==> src/rtl/instr_prefetch_unit_pkg.sv <==
// Shared types and defaults for the instruction prefetch unit.
package instr_prefetch_unit_pkg;

  typedef enum logic {
    REQ_IDLE = 1'b0,
    REQ_PEND = 1'b1
  } req_state_e;

  localparam int PF_PC_STEP_DEFAULT = 4;

endpackage

==> src/rtl/instr_prefetch_unit_pf_fifo.sv <==
// Synchronous FIFO with push, pop, clear and count. The head is readable with no delay.
// Clear has priority over push and pop. A push into a full FIFO is ignored unless a pop happens in the same cycle.
module pf_fifo #(
  parameter int WIDTH = 8,
  parameter int DEPTH = 4
) (
  input  logic                       clk,
  input  logic                       rst,
  input  logic                       clear_i,
  input  logic                       push_i,
  input  logic [WIDTH-1:0]           push_dat_i,
  input  logic                       pop_i,
  output logic [WIDTH-1:0]           head_o,
  output logic [$clog2(DEPTH+1)-1:0] count_o
);
  localparam int PW = (DEPTH > 1) ? $clog2(DEPTH) : 1;
  localparam int CW = $clog2(DEPTH + 1);

  logic [WIDTH-1:0] mem_q [DEPTH];
  logic [PW-1:0]    wptr_q, rptr_q;
  logic [CW-1:0]    count_q;
  logic             do_push, do_pop;

  assign do_pop  = pop_i && (count_q != '0);
  assign do_push = push_i && ((count_q != CW'(DEPTH)) || do_pop);

  function automatic logic [PW-1:0] wrap_inc(input logic [PW-1:0] ptr);
    return (ptr == PW'(DEPTH - 1)) ? '0 : ptr + 1'b1;
  endfunction

  always_ff @(posedge clk or posedge rst) begin
    if (rst) begin
      wptr_q  <= '0;
      rptr_q  <= '0;
      count_q <= '0;
      for (int i = 0; i < DEPTH; i++) mem_q[i] <= '0;
    end else if (clear_i) begin
      wptr_q  <= '0;
      rptr_q  <= '0;
      count_q <= '0;
    end else begin
      if (do_push) begin
        mem_q[wptr_q] <= push_dat_i;
        wptr_q        <= wrap_inc(wptr_q);
      end
      if (do_pop) rptr_q <= wrap_inc(rptr_q);
      count_q <= count_q + CW'(do_push) - CW'(do_pop);
    end
  end

  assign head_o  = mem_q[rptr_q];
  assign count_o = count_q;

endmodule

==> src/rtl/instr_prefetch_unit.sv <==
// Prefetches instructions with several requests in flight and buffers the replies in a FIFO. Data appears one cycle after the response edge.
// New requests are throttled by outstanding and buffer credit. A jump flushes the buffer and drops stale in-flight replies.
module instr_prefetch_unit
  import instr_prefetch_unit_pkg::*;
#(
  parameter int                    ADDR_WIDTH      = 32,
  parameter int                    DATA_WIDTH      = 32,
  parameter int                    DEPTH           = 4,
  parameter int                    MAX_OUTSTANDING = 2,
  parameter logic [ADDR_WIDTH-1:0] RESET_PC        = '0,
  parameter int                    PC_STEP         = PF_PC_STEP_DEFAULT
) (
  input  logic                         clk,
  input  logic                         rst,
  output logic [ADDR_WIDTH-1:0]        instr_addr_out,
  output logic                         instr_addr_valid_out,
  input  logic                         instr_ready_in,
  input  logic                         instr_valid_in,
  input  logic [DATA_WIDTH-1:0]        instr_in,
  input  logic                         pf_jump_flag_in,
  input  logic [ADDR_WIDTH-1:0]        pf_jump_addr_in,
  output logic [DATA_WIDTH-1:0]        pf_instr_out,
  output logic [ADDR_WIDTH-1:0]        pf_instr_addr_out,
  output logic                         pf_instr_valid_out,
  input  logic                         pf_instr_ready_in,
  output logic [$clog2(DEPTH):0]       pf_count_out,
  output logic                         pf_err_out
);
  localparam int CW = $clog2(DEPTH) + 1;
  localparam int OW = $clog2(MAX_OUTSTANDING + 1);

  req_state_e            state_q;
  logic [ADDR_WIDTH-1:0] addr_q, pc_q, pc_nxt;
  logic                  vld_q, stale_q, err_q;
  logic [OW-1:0]         out_q, out_d, disc_q, disc_d;

  logic                  acc, resp_ok, buf_push, buf_pop, tag_push, tag_pop, credit;
  logic [31:0]           in_flight;
  logic [CW-1:0]         buf_count;
  logic [OW-1:0]         tag_count;
  logic [ADDR_WIDTH-1:0] tag_head;
  logic [ADDR_WIDTH+DATA_WIDTH-1:0] buf_head;

  assign acc       = vld_q & instr_ready_in;
  assign resp_ok   = instr_valid_in & (out_q != '0);
  assign buf_push  = resp_ok & (disc_q == '0) & ~pf_jump_flag_in;
  assign buf_pop   = pf_instr_valid_out & pf_instr_ready_in & ~pf_jump_flag_in;
  assign tag_push  = acc & ~stale_q;
  assign tag_pop   = resp_ok & (disc_q == '0) & (tag_count != '0);
  assign in_flight = 32'(out_q) + 32'(acc);
  assign credit    = ((in_flight + 32'(buf_count)) < 32'(DEPTH)) &&
                     (in_flight < 32'(MAX_OUTSTANDING));
  // A stale request completing after a jump must not advance the post-jump pc.
  assign pc_nxt    = (acc && !stale_q) ? pc_q + ADDR_WIDTH'(PC_STEP) : pc_q;

  always_comb begin
    out_d = out_q + OW'(acc) - OW'(resp_ok);
    if (pf_jump_flag_in) disc_d = out_d;
    else disc_d = disc_q - OW'(resp_ok && (disc_q != '0)) + OW'(acc && stale_q);
  end

  always_ff @(posedge clk or posedge rst) begin
    if (rst) begin
      state_q <= REQ_IDLE;
      vld_q   <= 1'b0;
      addr_q  <= RESET_PC;
      pc_q    <= RESET_PC;
      out_q   <= '0;
      disc_q  <= '0;
      stale_q <= 1'b0;
      err_q   <= 1'b0;
    end else begin
      out_q   <= out_d;
      disc_q  <= disc_d;
      pc_q    <= pf_jump_flag_in ? pf_jump_addr_in : pc_nxt;
      stale_q <= pf_jump_flag_in ? (vld_q & ~acc) : (stale_q & ~acc);
      if (instr_valid_in && (out_q == '0)) err_q <= 1'b1;
      case (state_q)
        REQ_IDLE: begin
          if (credit && !pf_jump_flag_in) begin
            state_q <= REQ_PEND;
            vld_q   <= 1'b1;
            addr_q  <= pc_q;
          end
        end
        REQ_PEND: begin
          if (acc) begin
            if (credit && !pf_jump_flag_in) begin
              addr_q <= pc_nxt;
            end else begin
              state_q <= REQ_IDLE;
              vld_q   <= 1'b0;
            end
          end
        end
        default: state_q <= REQ_IDLE;
      endcase
    end
  end

  pf_fifo #(.WIDTH(ADDR_WIDTH), .DEPTH(MAX_OUTSTANDING)) u_tag_q (
    .clk        (clk),
    .rst        (rst),
    .clear_i    (pf_jump_flag_in),
    .push_i     (tag_push),
    .push_dat_i (addr_q),
    .pop_i      (tag_pop),
    .head_o     (tag_head),
    .count_o    (tag_count)
  );

  pf_fifo #(.WIDTH(ADDR_WIDTH + DATA_WIDTH), .DEPTH(DEPTH)) u_instr_buf (
    .clk        (clk),
    .rst        (rst),
    .clear_i    (pf_jump_flag_in),
    .push_i     (buf_push),
    .push_dat_i ({tag_head, instr_in}),
    .pop_i      (buf_pop),
    .head_o     (buf_head),
    .count_o    (buf_count)
  );

  assign instr_addr_out       = addr_q;
  assign instr_addr_valid_out = vld_q;
  assign pf_instr_addr_out    = buf_head[ADDR_WIDTH+DATA_WIDTH-1:DATA_WIDTH];
  assign pf_instr_out         = buf_head[DATA_WIDTH-1:0];
  assign pf_instr_valid_out   = (buf_count != '0);
  assign pf_count_out         = buf_count;
  assign pf_err_out           = err_q;

endmodule

==> config.mk <==
export PLATFORM = sky130hd
export DESIGN_NAME = instr_prefetch_unit
export DESIGN_NICKNAME = d
export VERILOG_FILES = /design/src/rtl/instr_prefetch_unit_pkg.sv /design/src/rtl/instr_prefetch_unit_pf_fifo.sv /design/src/rtl/instr_prefetch_unit.sv
export SDC_FILE = /design/constraint.sdc
export NUM_CORES = 1
export LEC_CHECK = 0
export BUFFER_PORTS_ARGS = -buffer_cell sky130_fd_sc_hd__buf_2
export CORE_MARGIN = 3
export CORE_UTILIZATION = 45
export CTS_BUF_LIST = sky130_fd_sc_hd__clkbuf_4 sky130_fd_sc_hd__clkbuf_8
export CTS_CLUSTER_DIAMETER = 100
export DETAILED_ROUTE_END_ITERATION = 10
export PLACE_DENSITY_LB_ADDON = 0.25
export SETUP_SLACK_MARGIN = 0.2
export SLEW_MARGIN = 10
export SYNTH_ARGS = -nofsm -noshare
export SYNTH_HDL_FRONTEND = slang
export SYNTH_SLANG_ARGS = --single-unit
==> constraint.sdc <==
create_clock -name clk -period 28.2 [get_ports clk]
set_input_delay 2.82 -clock clk [delete_from_list [all_inputs] [get_ports clk]]
set_output_delay 2.82 -clock clk [all_outputs]
set_load 0.02 [all_outputs]
-- Word level (Yosys, flattened, before mapping)
Cells that the tools add are included.
- add/subtract/negate cells: 15
- $lt $le $gt $ge: 8
- eq/ne operators: 8
- multiplexer cells: 41
- bitwise logic cells: 18
- reductions and logical operators: 30
- operators with widths (operator ; count):
    32-bit 2-to-1 mux ; 9
    256-bit bitwise mux ; 1
    64-bit 2-to-1 mux ; 3
    64-bit binary-select mux with 2-bit select ; 1
    64-bit demux with 2-bit select ; 1
    64-bit bitwise mux ; 1
    32-bit case mux with 2 select lines ; 1
    32-bit by 3-bit adder with 32-bit output (second input constant) ; 1
    32-bit demux with 1-bit select ; 1
    2-bit 2-to-1 mux ; 8
    2-bit nonzero test ; 7
    1-bit logical AND ; 12
    1-bit 2-to-1 mux ; 12
    1-bit bitwise AND ; 10
    2-bit by 1-bit adder with 2-bit output ; 3
    3-bit greater-or-equal comparator (second input constant) ; 2
    2-bit != test (second input constant) ; 3
    2-bit NOT with 3-bit output ; 2
    3-bit AND reduction ; 2
    2-bit by 1-bit subtractor with 2-bit output ; 3
    2-bit by 1-bit adder with 2-bit output (second input constant) ; 2
    3-bit by 3-bit adder with 4-bit output ; 1
    2-bit equality test (second input constant) ; 2
    2-bit greater-or-equal comparator (second input constant) ; 2
    other kinds (19) ; 30
- register bits: 403
- input bits: 70
- output and inout port bits: 102
- logic and storage cells: 140

-- Depth between registers and ports, before layout
Gate-level depths: netlist of run 1.
- depth after elaboration: 10
- depth in mapped cells: 13

-- Modules after synthesis
A second synthesis of run 1 with hierarchy kept.
- cell total of the unflattened synthesis: 1338
- area, all modules: 18906.9 um^2
- modules (own cells, without submodules) (module ; instances ; cells an instance ; area each (um^2)):
    pf_fifo at u_instr_buf ; 1 ; 664 ; 11583.6
    instr_prefetch_unit ; 1 ; 480 ; 4222.8
    pf_fifo at u_tag_q ; 1 ; 194 ; 3100.5

-- Worst setup path before layout of run 1
Ideal clock, no wire load.
- path kind: input to register
- from: in pf_jump_flag_in
- to: reg u_instr_buf.count_q[2] (netlist: u_instr_buf.count_o[2])
- library setup time: 132 ps
- arrival: 4835 ps
- setup slack: 23234 ps
- stages on the path: 11
- buffers on the path: 3
- path through: clkbuf_1 > clkbuf_1 > clkbuf_1 > nor2_1 > ha_1 > inv_1 > ha_1 > inv_1 > fa_1 > xnor2_1 > nor2_1
- cells in the longest elaborated chain, start to end: 8
- RTL lines (item ; RTL line ; text):
    from (decl) ; instr_prefetch_unit.sv:20 ; input logic pf_jump_flag_in,
    1-bit NOT (no source line) ; -- ;
    1-bit bitwise AND ; instr_prefetch_unit.sv:47 ; assign buf_pop = pf_instr_valid_out & pf_instr_ready_in & ~pf_jump_flag_in;
    1-bit logical AND ; instr_prefetch_unit_pf_fifo.sv:24 ; assign do_pop = pop_i && (count_q != '0);
    1-bit logical OR ; instr_prefetch_unit_pf_fifo.sv:25 ; assign do_push = push_i && ((count_q != CW'(DEPTH)) || do_pop);
    1-bit logical AND ; instr_prefetch_unit_pf_fifo.sv:25 ;
    3-bit by 1-bit adder with 3-bit output ; instr_prefetch_unit_pf_fifo.sv:47 ; count_q <= count_q + CW'(do_push) - CW'(do_pop);
    3-bit by 1-bit subtractor with 3-bit output ; instr_prefetch_unit_pf_fifo.sv:47 ;
    3-bit 2-to-1 mux * ; instr_prefetch_unit_pf_fifo.sv:37 ; end else if (clear_i) begin
    to (signal assigned) ; instr_prefetch_unit_pf_fifo.sv:47 ;
    to (decl) ; instr_prefetch_unit_pf_fifo.sv:21 ; logic [CW-1:0] count_q;
Every way passes the cells marked *; elsewhere a longest branch is shown, timed or not.
A chain may end at the register's enable or synchronous reset.

-- Final worst setup path of run 1
- from: reg u_instr_buf.rptr_q[0]
- to: out pf_instr_addr_out[13]
- cells in the longest elaborated chain, start to end: 4
- RTL lines (item ; RTL line ; text):
    from (decl) ; instr_prefetch_unit_pf_fifo.sv:20 ; logic [PW-1:0] wptr_q, rptr_q;
    from (signal assigned) ; instr_prefetch_unit_pf_fifo.sv:46 ; if (do_pop) rptr_q <= wrap_inc(rptr_q);
    2-bit NOT with 3-bit output (implied by the code) ; instr_prefetch_unit_pf_fifo.sv:51 ; assign head_o = mem_q[rptr_q];
    64-bit binary-select mux with 2-bit select ; instr_prefetch_unit_pf_fifo.sv:51 ;
    64-bit 2-to-1 mux (implied by the code) (2 in series) ; instr_prefetch_unit_pf_fifo.sv:51 ;
    to (decl) ; instr_prefetch_unit.sv:23 ; output logic [ADDR_WIDTH-1:0] pf_instr_addr_out,
No other way between the ends. The select of a mux whose other input is x is not followed.

==> metrics.md, run 1 <==
| Metric | Value |
|---|---|
| Synth Register Bits | `403` |
| Setup bufs post-CTS | `0` |
| Worst Setup End Kind | `output pin` |
| Endpoints failing hold | `0` |
| Total GRT Usage | `18.5%` |
| Clock power share | `27.7%` |
| Multiplexer share of the synthesized area | `30.7%` |
| Detailed Routing Iterations Pass 1 | `5` |
| Switching Fraction | `33.5%` |
| Post-Syn Area per Cell | `14.3 um2` |
| Placed Instance Area | `19,800 um2` |
| Req. time, crit path | `25,380 ps` |
| Std-Cell Core Area | `40,200 um2` |
| Drt wl/cell | `19.6 um` |
| RD Place Congestion | `0.850` |
| # nets final | `1,559` |
| Post-synthesis xor/xnor area fraction | `3.31%` |
| Synth cell types | `47` |
| DR vias/cell | `5.32` |
| Initial DRC Count | `545` |
| Fillers | `3,429` |
| Synth Area in Adders | `1.39%` |
| Async SR Flop Fraction | `100%` |
| Synth Area in Simple Gates | `5.69%` |
| Root buf cell | `clkbuf_8` |
| Slew @ Worst Pin | `1110 ps` |
| WS Path Type | `reg -> out` |
| Clk buf depth | `3` |
| Synth Area in Compound Gates | `2.02%` |
| Gate power share | `31.1%` |
| Cell Pwr Density | `97.4 nW/um2` |
| Inserted Clock Buffers | `71` |
| Largest net degree at the start of global routing | `124` |
| Die Y | `209 um` |
| Clk_lat worst skew | `600 ps` |
| Reg power frac | `41.2%` |
| Antenna-violating nets left | `0` |
| Fin Clk Skew | `26.2 ps` |
| Mapped Cells | `1,295` |
| Initial antenna violation count | `1` |
| Number of synthesized flops with an enable pin | `0` |
| Synth Flop Type | `dfrtp_1` |
| DP HPWL | `25,200 um` |
| Total Wirelength | `40,100 um` |
| Global-route wire length before repair | `64,900 um` |
| H-Tree Depth | `3` |
| Worst hold-check path type | `reg -> reg` |
| Status | `complete, no violations` |
| CP Launch Type | `flip-flop` |
| Port Buf Inserts | `171` |
| Min cycle time layout | `5850 ps` |
| CTS tree | `built` |
| Clock-pin slew on the worst setup and hold paths | `60 ps` |
| Vias | `10,900` |
| I/O pins | `172` |
| Number of global-route vias before repair | `11,500` |
| Yosys Warn Count | `0` |
| Clock Sinks | `403` |
| Reg-to-reg slack, setup | `24,980 ps` |
| Crit share post-route | `20.8%` |
| Setup TNS | `0 ps` |
| Final Max Tran Viols | `0` |
| Total grt overflow | `0` |
| Max-slew headroom | `26.2%` |
| Arrival @ worst endpoint | `3030 ps` |
| Cts hold-fix bufs | `0` |
| CTS resizes | `0` |
| Drt drc | `0` |
| Setup violators final | `0` |
| Hold_ws | `452 ps` |
| Power Internal | `1.38 mW` |
| Final instance area | `21,300 um2` |
| Leak Pwr | `10.3 nW` |
| Die Area | `43,700 um2` |
| Max VDD drop | `0.0000693 V` |
| NetSw | `0.695 mW` |
| Starting Density | `46.1%` |
| Crit path max fanout | `39` |
| Die W | `209 um` |
| Layout area overhead | `14.9%` |
| RSZ-0062 raised after global routing | `no` |
| Syn Nets | `1,385` |
| Post-Syn Area | `18,500 um2` |
| Sequential fraction of the synthesis area | `54.4%` |
| Maximum capacitance violations | `0` |
| F_max | `171 MHz` |
| Layout cells sized above 1 | `48.0%` |
| # rows | `73` |
| Largest family of logic cells by synthesized area | `multiplexers` |
worst max-delay path, stage by stage, from the launching register on:
cell and delay, ps:
dfrtp_4 820, buf_4 770, mux4_2 620, buf_2 180
routing by layer:
metal | GRT usage (%) | wire length, um
met5 | 0 | 0
met2 | 28.4 | 18100
met4 | 5.20 | 820
met1 | 26.8 | 19400
met3 | 4.05 | 1860
state kept, by name, summed over array words and instances (netlist names), 3 cells and up:
signal               flops
pc_q                    32
instr_addr_out          32
u_tag_q.mem_q           64
u_instr_buf.count_o      3
u_instr_buf.mem_q      256
cell usage after synthesis (10+ instances only):
| cell | n | area, um2 |
|---|---|---|
| dfrtp_1 | 403 | 10100 |
| mux2_2 | 292 | 3290 |
| nand2_1 | 87 | 327 |
| mux4_2 | 64 | 1440 |
| o21ai_0 | 57 | 285 |
| mux2_4 | 49 | 736 |
| xor2_1 | 36 | 315 |
| buf_2 | 34 | 170 |
| xnor2_1 | 34 | 298 |
| clkbuf_1 | 33 | 124 |
| nand3_1 | 28 | 140 |
| nor2_1 | 24 | 90.1 |
| ha_1 | 19 | 238 |
| mux2_1 | 16 | 180 |
| nand4_1 | 13 | 81.3 |
| inv_1 | 12 | 45.0 |
| and3_1 | 10 | 62.6 |
| nor3_1 | 10 | 50.1 |
kinds of logic (layout without fill, tap and decap cells):
kind of cell    count (synthesis)  after routing
mux                           425            425
fa+ha+maj                      20             20
xor+xnor                       70             70
flops                         403            403
simple gates                  211            211
compound gates                 70             70
buf+inv                        96            323
other cells                     0              1
power groups by stage:
| stage | Combinational, mW | Clock (mW) | Sequential (mW) |
|---|---|---|---|
| floorplan | 0.468 | 0 | 0.838 |
| global placement | 0.641 | 0 | 0.857 |
| detailed placement | 0.654 | 0 | 0.865 |
| CTS | 0.656 | 0.595 | 0.857 |
| global route | 0.703 | 0.623 | 0.878 |
| finish | 0.645 | 0.574 | 0.855 |
layout make-up:
cell class,count,area (um2),share of cell area [%]
Antenna cell,1,2.50,0.0117
Clock buffer,113,1420,6.68
Clock inverter,13,126,0.593
Inverter,13,56.3,0.264
Multi-Input combinational cell,796,7990,37.5
Sequential cell,403,10100,47.4
Tap cell,525,657,3.08
Timing Repair Buffer,184,953,4.48
metrics by stage:
step	setup slack (ps)	utilization, %	std cells	total power, mW
floorplan	14170	-	1295	1.31
global placement	22630	49.1	1921	1.50
detailed placement	22560	49.1	1921	1.52
global route	22050	53.0	2048	2.20
finish	22350	53.0	2048	2.07
CTS	22180	53.0	2047	2.11
cell usage in the layout (no fill, tap or decap), types with 3 or more instances in the layout:
master      netlist  routed
dfrtp_1         403     401
mux2_2          292     292
buf_2            34     171
clkbuf_8          0      92
nand2_1          87      86
mux4_2           64      64
o21ai_0          57      57
mux2_4           49      49
xor2_1           36      36
xnor2_1          34      34
nand3_1          28      28
nor2_1           24      24
clkbuf_4          0      21
ha_1             19      19
mux2_1           16      16
nand4_1          13      13
buf_4             0      13
inv_1            12      11
and3_1           10      10
nor3_1           10      10
nor4_1            9       9
clkinv_2          0       7
and2_1            6       6
nand2_4           3       4
nor2b_1           4       4
mux2i_1           4       4
o21ai_1           4       4
nor4b_1           3       3
a21oi_1           3       3
clkinvlp_4        0       3
worst paths after layout:
path / start / end / cells past startpoint
worst max-delay path: u_instr_buf.rptr_q[0] / pf_instr_addr_out[13] / 3
worst min register to register: pf_err_out / pf_err_out / 1
worst max register to register: instr_addr_valid_out / instr_addr_out[1] / 10
max in group asynchronous: rst / u_tag_q.mem_q[20] / 4
min in group asynchronous: rst / u_instr_buf.mem_q[210] / 2
worst min-delay path: pf_err_out / pf_err_out / 1
(Power assumes the default switching activity.)
==> inputs of run 2 (changes only) <==
Settings changed: ABC_AREA set to 1.
Clock period 28.2 ns to 4.7 ns, I/O delays scaled along.
==> metrics.md, run 2 <==
| Metric | Value |
|---|---|
| Status | `complete, no violations` |
| Max VDD drop | `0.000666 V (+860%)` |
| Mapped Cells | `2,296 (+77%)` |
| Min cycle time layout | `3740 ps` |
| CP Launch Type | `flip-flop` |
| Starting Density | `46.1% (about the same)` |
| Clk buf depth | `3 (unchanged)` |
| # diodes | `0 (-1)` |
| Max reg flops | `256 (unchanged)` |
| NetSw | `5.46 mW (+690%)` |
| I/O pins | `172 (unchanged)` |
| Setup bufs post-CTS | `0 (unchanged)` |
| CTS resizes | `0 (unchanged)` |
| Yosys top cell by area | `dfrtp_1` |
| Max-slew headroom | `25.0% (-1.2 points)` |
| Gate power share | `35.3% (+4.2 points)` |
| Worst Setup End Kind | `output pin` |
| Detailed Routing Iterations Pass 1 | `5 (unchanged)` |
| Cell Pwr Density | `646 nW/um2 (+560%)` |
| CTS tree | `built` |
| Root buf cell | `clkbuf_8` |
| Clock-pin slew on the worst setup and hold paths | `60 ps (about the same)` |
| Global-route wire length before repair | `83,600 um (+29%)` |
| Crit path max fanout | `92 (+140%)` |
| Initial DRC Count | `1,330 (+140%)` |
| # rows | `73 (unchanged)` |
| DP HPWL | `30,300 um (+20%)` |
| Endpoints failing hold | `0 (unchanged)` |
| Clock Sinks | `403 (unchanged)` |
| Biggest register | `u_instr_buf.mem_q` |
| Std-Cell Core Area | `40,300 um2 (+0.23%)` |
| Cts hold-fix bufs | `1 (+1)` |
| Req. time, crit path | `4230 ps (-21,150 ps)` |
| Clock power share | `26.1% (-1.6 points)` |
| Synth Flop Type | `dfrtp_1` |
| Yosys Warn Count | `0 (unchanged)` |
| Total power | `13.7 mW (+560%)` |
| Maximum capacitance violations | `0 (unchanged)` |
| Initial antenna violation count | `0 (-1)` |
| F_max | `268 MHz` |
| Largest regs | `u_instr_buf.mem_q x256, u_tag_q.mem_q x64` |
| Total GRT Usage | `23.3% (+4.7 points)` |
| Synth cell types | `34 (-28%)` |
| Leak Pwr | `11.2 nW (+8.3%)` |
| Sequential fraction of the synthesis area | `54.3% (-0.084 points)` |
| Layout area overhead | `14.1%` |
| Die W | `209 um (about the same)` |
| Commonest non-fill, non-tap cell in the layout | `nand2_1` |
| Hold_ws | `42.8 ps (-409 ps)` |
| Arrival @ worst endpoint | `3270 ps (+240 ps)` |
| Die Area | `43,700 um2 (+0.15%)` |
| Largest net degree at the start of global routing | `119 (-4.0%)` |
| Async SR Flop Fraction | `100% (unchanged)` |
| Synth Register Bits | `403 (unchanged)` |
| Number of synthesized flops with an enable pin | `0 (unchanged)` |
| Crit share post-route | `79.5%` |
| Port Buf Inserts | `171 (unchanged)` |
| Reg power frac | `38.6% (-2.6 points)` |
| Final core utilization | `52.6% (-0.39 points)` |
| Vias | `15,800 (+45%)` |
| DR vias/cell | `5.27 (-0.92%)` |
| Total grt overflow | `0 (unchanged)` |
| Top cells by count, synth | `nand2_1, dfrtp_1, o21ai_0` |
| Fin Clk Skew | `38.9 ps (+12.7 ps)` |
| Drt wl/cell | `16.8 um (-14%)` |
| Die Y | `209 um (about the same)` |
| Top cell type's share of synthesized area | `54.3% (-0.084 points)` |
| RSZ-0062 raised after global routing | `no` |
| Slew @ Worst Pin | `1120 ps (+14.0 ps)` |
| Setup violators final | `0 (unchanged)` |
| Top cells by area, synth | `dfrtp_1, nand2_1, o21ai_0` |
| Most frequent cell after synthesis | `nand2_1` |
| Switching Fraction | `39.8% (+6.4 points)` |
| Drt drc | `0 (unchanged)` |
| Worst hold-check path type | `in -> reg` |
| Total Wirelength | `50,300 um (+25%)` |
| Post-Syn Area per Cell | `8.09 um2 (-44%)` |
| Layout cells sized above 1 | `13.9% (-34 points)` |
| Commonest cells after routing, fill and taps aside | `nand2_1, dfrtp_1, o21ai_0` |
| Final Max Tran Viols | `0 (unchanged)` |
| Fillers | `3,788 (+10%)` |
| Post-Syn Area | `18,600 um2 (+0.16%)` |
| WS Path Type | `reg -> out` |
| Clk_lat worst skew | `620 ps (+20 ps)` |
| Inserted Clock Buffers | `73 (+2.8%)` |
| H-Tree Depth | `3 (unchanged)` |
| RD Place Congestion | `0.882 (+3.8%)` |
| Antenna-violating nets left | `0 (unchanged)` |
| Number of global-route vias before repair | `15,800 (+37%)` |
| Power Internal | `8.24 mW (+500%)` |
| Syn Nets | `2,386 (+72%)` |
| # nets final | `2,514 (+61%)` |
==> run 2: cell type report <==
type	instances	area, um2	share of cell area [%]
Sequential cell	403	10100	47.6
Multi-Input combinational cell	1618	7290	34.4
Clock buffer	113	1420	6.72
Timing Repair Buffer	188	1040	4.89
Tap cell	525	657	3.10
Inverter	140	531	2.50
Clock inverter	11	164	0.773
==> run 2: path summary, 6_finish.rpt <==
| path | from | to | slack [ps] | depth (start not counted) |
|---|---|---|---|---|
| max reg2reg | instr_addr_valid_out | instr_addr_out[14] | 1500 | 13 |
| min in group asynchronous | rst | u_instr_buf.count_o[1] | 530 | 3 |
| max in group asynchronous | rst | u_instr_buf.mem_q[207] | 3020 | 4 |
| min reg2reg | u_instr_buf.mem_q[174] | u_instr_buf.mem_q[174] | 470 | 2 |
| min | pf_jump_addr_in[13] | pc_q[13] | 40 | 3 |
| max | u_instr_buf.rptr_q[0] | pf_instr_addr_out[11] | 960 | 5 |
==> run 2: kinds of logic (layout without fill, tap and decap cells) <==
kind of cell               count (synthesis)  after routing  synth area share (%)
DFF                                      403            403                  54.3
adders and majority gates                 20             20                  1.39
buffers and inverters                    275            452                  6.46
AOI/OAI and AO/OA                        479            479                  13.7
and+or+nand+nor                         1095           1095                  23.0
xor gates and xnor gates                  23             23                  1.08
muxes                                      1              1                0.0539
==> run 2: routing by layer <==
layer	part of all wire [%]	vias up	GRT usage, %
li1	-	7615	-
met1	46	7620	32.5
met2	46	463	37.1
met3	5.5	91	4.16
met4	2.5	0	7.51
met5	0	-	0
==> run 2: worst max-delay path, cell delays in order (launching register included) <==
cell      delay (ps)
dfrtp_4          930
clkinv_2         690
buf_12           430
o21ai_0          200
o22ai_1          150
buf_2            190
==> run 2: power groups by stage <==
stage | Clock [mW] | Sequential, mW | Combinational [mW]
floorplan | 0 | 5.25 | 3.25
global placement | 0 | 5.29 | 4.76
detailed placement | 0 | 5.31 | 4.87
CTS | 3.67 | 5.27 | 4.89
global route | 3.83 | 5.42 | 5.48
finish | 3.58 | 5.28 | 4.84
==> run 2: through the flow <==
stage               instance area [um2]  setup TNS [ps]  cells  setup slack [ps]
floorplan                         18600         -482680   2296             -1200
global placement                  19600               0   2873              1480
detailed placement                19600               0   2873              1340
CTS                               21200               0   2998               943
global route                      21200               0   2998               717
finish                            21200               0   2998               964
